--- src/rtl/flash_read_cache.sv ---
// flash_read_cache: direct-mapped, read-only, one-word-per-line cache sitting
// between the CPU memory bus and the spi_flash word reader. Hits complete with
// no busy cycles; a miss issues a single spi_flash read and fills the line.
//
// state  | meaning
// IDLE   | accepting CPU reads; hits answered at the strobe edge
// REQ    | flash_rstrb high for this one cycle
// WAIT   | waiting for spi_flash; first cycle with flash_rbusy low fills the line
module flash_read_cache #(
  parameter int LINES  = 16,
  parameter int ADDR_W = 15
) (
  input  logic              clk,
  input  logic              reset_n,
  input  logic              cpu_rstrb,
  input  logic [ADDR_W-1:0] cpu_word_address,
  output logic [31:0]       cpu_rdata,
  output logic              cpu_rbusy,
  output logic              flash_rstrb,
  output logic [ADDR_W-1:0] flash_word_address,
  input  logic [31:0]       flash_rdata,
  input  logic              flash_rbusy,
  input  logic              invalidate,
  output logic [15:0]       stat_hits
);

  localparam int IDX_W = $clog2(LINES);
  localparam int TAG_W = ADDR_W - IDX_W;

  typedef enum logic [1:0] {
    S_IDLE = 2'd0,
    S_REQ  = 2'd1,
    S_WAIT = 2'd2
  } state_t;

  state_t            state_q;
  logic [31:0]       cpu_rdata_q;
  logic              cpu_rbusy_q;
  logic              flash_rstrb_q;
  logic [ADDR_W-1:0] flash_addr_q;
  logic [15:0]       stat_hits_q;

  // Line storage: data and tags are not reset, only the valid bits are.
  logic [31:0]       data_q [LINES];
  logic [TAG_W-1:0]  tag_arr_q [LINES];
  logic [LINES-1:0]  valid_q;

  // Miss context held from the strobe edge until the fill.
  logic [IDX_W-1:0]  idx_q;
  logic [TAG_W-1:0]  tag_q;
  logic              inv_seen_q;

  logic [IDX_W-1:0]  lk_idx;
  logic [TAG_W-1:0]  lk_tag;
  logic              hit;
  logic              fill;

  assign lk_idx = cpu_word_address[IDX_W-1:0];
  assign lk_tag = cpu_word_address[ADDR_W-1:IDX_W];

  // An invalidate in the lookup cycle forces a miss, even on a matching line.
  assign hit  = valid_q[lk_idx] && (tag_arr_q[lk_idx] == lk_tag) && !invalidate;
  assign fill = (state_q == S_WAIT) && !flash_rbusy;

  assign cpu_rdata          = cpu_rdata_q;
  assign cpu_rbusy          = cpu_rbusy_q;
  assign flash_rstrb        = flash_rstrb_q;
  assign flash_word_address = flash_addr_q;
  assign stat_hits          = stat_hits_q;

  // Lookup/fill sequencer with registered bus outputs, valid bits and hit counter.
  always_ff @(posedge clk or negedge reset_n) begin
    if (!reset_n) begin
      state_q       <= S_IDLE;
      cpu_rdata_q   <= '0;
      cpu_rbusy_q   <= 1'b0;
      flash_rstrb_q <= 1'b0;
      flash_addr_q  <= '0;
      stat_hits_q   <= '0;
      valid_q       <= '0;
      idx_q         <= '0;
      tag_q         <= '0;
      inv_seen_q    <= 1'b0;
    end else begin
      flash_rstrb_q <= 1'b0;
      case (state_q)
        S_IDLE: begin
          if (cpu_rstrb) begin
            if (hit) begin
              cpu_rdata_q <= data_q[lk_idx];
              if (stat_hits_q != 16'hFFFF) begin
                stat_hits_q <= stat_hits_q + 16'd1;
              end
            end else begin
              cpu_rbusy_q   <= 1'b1;
              flash_addr_q  <= cpu_word_address;
              flash_rstrb_q <= 1'b1;
              idx_q         <= lk_idx;
              tag_q         <= lk_tag;
              // An invalidate that forced this miss still counts against the fill.
              inv_seen_q    <= invalidate;
              state_q       <= S_REQ;
            end
          end
        end
        S_REQ: begin
          if (invalidate) begin
            inv_seen_q <= 1'b1;
          end
          state_q <= S_WAIT;
        end
        S_WAIT: begin
          if (invalidate) begin
            inv_seen_q <= 1'b1;
          end
          if (!flash_rbusy) begin
            cpu_rdata_q <= flash_rdata;
            cpu_rbusy_q <= 1'b0;
            if (!inv_seen_q && !invalidate) begin
              valid_q[idx_q] <= 1'b1;
            end
            state_q <= S_IDLE;
          end
        end
        default: begin
          state_q <= S_IDLE;
        end
      endcase
      // Clear-all takes precedence over any fill in the same cycle.
      if (invalidate) begin
        valid_q <= '0;
      end
    end
  end

  // Line data and tag written on the fill cycle; no reset needed since valid gates use.
  always_ff @(posedge clk) begin
    if (fill) begin
      data_q[idx_q]    <= flash_rdata;
      tag_arr_q[idx_q] <= tag_q;
    end
  end

endmodule

--- config.mk ---
export PLATFORM = sky130hd
export DESIGN_NAME = flash_read_cache
export DESIGN_NICKNAME = d
export VERILOG_FILES = /design/src/rtl/flash_read_cache.sv
export SDC_FILE = /design/constraint.sdc
export NUM_CORES = 1
export LEC_CHECK = 0
export BUFFER_PORTS_ARGS = -buffer_cell sky130_fd_sc_hd__buf_4
export CAP_MARGIN = 20
export CELL_PAD_IN_SITES_DETAIL_PLACEMENT = 1
export CELL_PAD_IN_SITES_GLOBAL_PLACEMENT = 2
export CORE_ASPECT_RATIO = 2
export CORE_UTILIZATION = 46
export DETAILED_ROUTE_END_ITERATION = 7
export GPL_TIMING_DRIVEN = 0
export PLACE_DENSITY_LB_ADDON = 0.1
export SYNTH_ARGS = -nofsm -noshare
export SYNTH_HDL_FRONTEND = slang
export SYNTH_SLANG_ARGS = --single-unit
--- constraint.sdc ---
create_clock -name clk -period 6.4 [get_ports clk]
set_clock_uncertainty 0.2 [all_clocks]
set_input_delay 0.64 -clock clk [delete_from_list [all_inputs] [get_ports clk]]
set_output_delay 0.64 -clock clk [all_outputs]
set_load 0.02 [all_outputs]
==> summary.txt <==
Floorplan
  • Die width: 186.4 µm
  • # rows: 134
  • # IOs: 117
  • DIE HEIGHT: 370.8 µm
  • Placeable core area: 0.06706 mm²
  • Die area: 0.06912 mm²
  • Starting Density: 46.65%

Yosys
  • Mapped Area: 0.03129 mm²
  • Syn nets: 1657
  • Seq cells post-synth: 772
  • Syn Inst Count: 1601
  • Ranking of synthesized cells by area: edfxtp_1 66%, mux4_2 13%, dfrtp_1 6.7%
  • Syn_area_per_cell: 19.54 µm²
  • Synth cell types: 73
  • Yosys top cell area share: 66.03%
  • Seq/Total Area, Yosys: 72.75%
  • Ys Warns: 0
  • Yosys top cell by area: edfxtp_1
  • Async set-reset flop share out of synthesis: 10.88%
  • Number of flops mapped to enable cells by yosys: 688
  • Main synth FF type: edfxtp_1

Setup path
  • Top Family by Delay on Critical Path: buffers and inverters
  • Critical path required time: 6.71 ns
  • Slowest CP cell: clkbuf_1
  • Crit Path Max Fanout: 10
  • R2R setup slack: 2.16 ns
  • Worst-path cell chain: buf_6, buf_12, buf_6, buf_4, clkbuf_1, clkbuf_1, mux4_2, mux4_2, mux2_2, nand2_1, mux2_2, nand3_1
  • Worst path arrival time: 4.57 ns
  • Buf+Inv Stages, Crit Path: 6
  • Crit. End Element: register
  • Max stage delay on crit path: 0.87 ns
  • Setup crit start kind: primary input
  • Worst setup path category: in2reg

Layout
  • Fin nets: 1898
  • P&R area growth vs syn: 16.50%
  • Final core occ: 54.35%
  • Share of cells above drive strength 1: 30.27%
  • Final Instance Area: 0.03645 mm²

Timing
  • Final Hold Fails: 0
  • Slew margin rel.: 27.50%
  • # setup viols final: 0
  • Tmin final: 4.253 ns
  • FMAX: 0.2351 GHz
  • Worst-margin pin slew: 1.088 ns
  • Fin Hold WS: 0.06422 ns
  • Period utilization: 66.45%
  • RSZ-0062 raised after global routing: no
  • Slew Limit Fails: 0

Routing
  • Final ANT Viol Nets: 0
  • Drt pass-1 iters: 5
  • Vias: 16.55k
  • Vias/cell: 5.954
  • Total wire length: 89060 µm
  • DR iter-0 viols: 1201
  • # DRC: 0
  • WL per Instance: 32.05 µm

Clocking
  • Max clock buf depth: 3
  • H-Tree Level Count: 3
  • CTS tree: yes
  • Clock Root Buffer: clkbuf_16
  • Clk_lat worst skew: 0.64 ns
  • Post-CTS sizing: 0
  • Sink Count: 772
  • Worst-path clk slew: 0.07 ns
  • CTS buffer count: 69

GRT
  • Vias in the first global route: 18.25k
  • Pin count of the biggest net entering global routing: 44
  • Total grt overflow: 0
  • Global-route wire length before repair: 128500 µm
  • GRT Total Usage: 26.54%
  • Initial antenna violation count: 3

Job
  • Max_cap viols: 0

Min path
  • Worst hold path type: in2reg

Placement
  • Post-detail-place hpwl: 61700 µm
  • Area after DPL: 0.03424 mm²
  • # port buffers: 113
  • Gpl congestion: 0.8309

Power
  • Pwr Density: 344.8 mW/mm²
  • Peak supply drop: 238.2 µV
  • Lkg Pwr: 12.20 nW

Status
  • Status: complete, no violations
==> report_power, final <==
part	switching, W	internal [W]
logic	0.00134	0.000798
clock network	0.00185	0.00228
registers	0.000360	0.00595
==> synthesized netlist by cell type, drive strengths merged, types with 5 or more instances <==
cell type and instances:
edfxtp 688, mux4 186, dfrtp 84, mux2 82, nand2 81, nand3 77, mux2i 59, clkbuf 49
nor2 47, buf 39, o21ai 36, a21oi 18, xor2 16, nor3 15, a22oi 14, inv 11
nand2b 7, nand4 6, nor4 6, xnor2 6, a31oi 5, nor2b 5
==> flip-flops by register name, indices dropped and copies added, names as in the netlist <==
register,cells
data_q,512
tag_arr_q,176
cpu_rdata,32
stat_hits,16
valid_q,16
flash_word_address,15
state_q,2
cpu_rbusy,1
flash_rstrb,1
inv_seen_q,1
==> what timing repair did <==
action / in CTS / in global routing
endpoints found under the setup margin: 0 / 0
endpoints found under the hold margin: 43 / 0
hold buffers: 2 / 0
buffers inserted: 0 / 0
==> per-layer routing <==
layer  up-vias  track usage [%]  routed length [µm]
met5         -                0                  31
met4         4            10.03                2913
met3       150            4.854                4431
met2       458            49.41               49240
met1      8942            30.00               32450
li1       6991                -                   -
==> worst paths after layout <==
check | end | cells past startpoint | startpoint
min in group asynchronous | flash_word_address[4] | 2 | reset_n
worst min register to register | stat_hits[11] | 1 | stat_hits[11]
worst max-delay path | cpu_rdata[21] | 12 | cpu_word_address[1]
max in group asynchronous | flash_word_address[10] | 3 | reset_n
worst min-delay path | flash_word_address[12] | 2 | cpu_word_address[12]
worst max register to register | tag_arr_q[0][8] | 11 | state_q[0]
==> cell type report <==
class	instances	area, µm²
clock buffer	91	1924
sequential	772	22760
inverter	13	48.80
multi-input combinational	728	8133
antenna	2	5.005
tap	884	1106
clock inverter	31	261.5
timing repair buffer	170	1757
fill	6032	30610
buffer	88	452.9
==> cells in the final DEF (no fill, tap or decap), drive strengths merged, types with 7 or more instances in the layout <==
master,Yosys,layout
clkbuf,49,140
mux2i,59,59
edfxtp,688,688
a22oi,14,14
clkinv,2,24
nand3,77,77
dfrtp,84,84
mux4,186,186
nor2,47,47
inv,11,13
a21oi,18,18
o21ai,36,36
nand2,81,81
mux2,82,82
nand2b,7,7
buf,39,207
xor2,16,16
nor3,15,15
==> kinds of logic (layout without fill, tap and decap cells) <==
| logic type | after synthesis | in the layout | synth area share, % |
|---|---|---|---|
| mux | 327 | 327 | 18.23 |
| flops | 772 | 772 | 72.75 |
| compound gates | 106 | 106 | 2.300 |
| simple gates | 269 | 269 | 4.339 |
| other cells | 0 | 2 | 0 |
| fa+ha+maj | 4 | 4 | 0.1600 |
| buf+inv | 101 | 393 | 1.604 |
| xor+xnor | 22 | 22 | 0.6159 |
==> worst register-to-register path: stages (launching register included) <==
cell	delay, ns
dfrtp_1	0.40
inv_1	0.09
ha_1	0.14
clkbuf_1	0.47
nor2b_1	0.20
clkbuf_1	0.42
nand2b_1	0.18
or2_2	0.41
nor3_2	0.76
buf_6	0.26
buf_6	0.19
buf_6	0.20
==> through the flow <==
stage / TNS (ns) / setup slack, ns / instances / power (W)
final: 0 / 2.147 / 2779 / 0.01257
after global placement: -1263.24 / -4.248 / 2598 / 0.008430
after detailed placement: 0 / 1.459 / 2653 / 0.008568
after CTS: 0 / 2.123 / 2777 / 0.01268
after floorplan: 0 / 1.112 / 1601 / 0.007467
after global routing: 0 / 2.024 / 2778 / 0.01300
No activity file was read; power rests on OpenSTA's default activity.
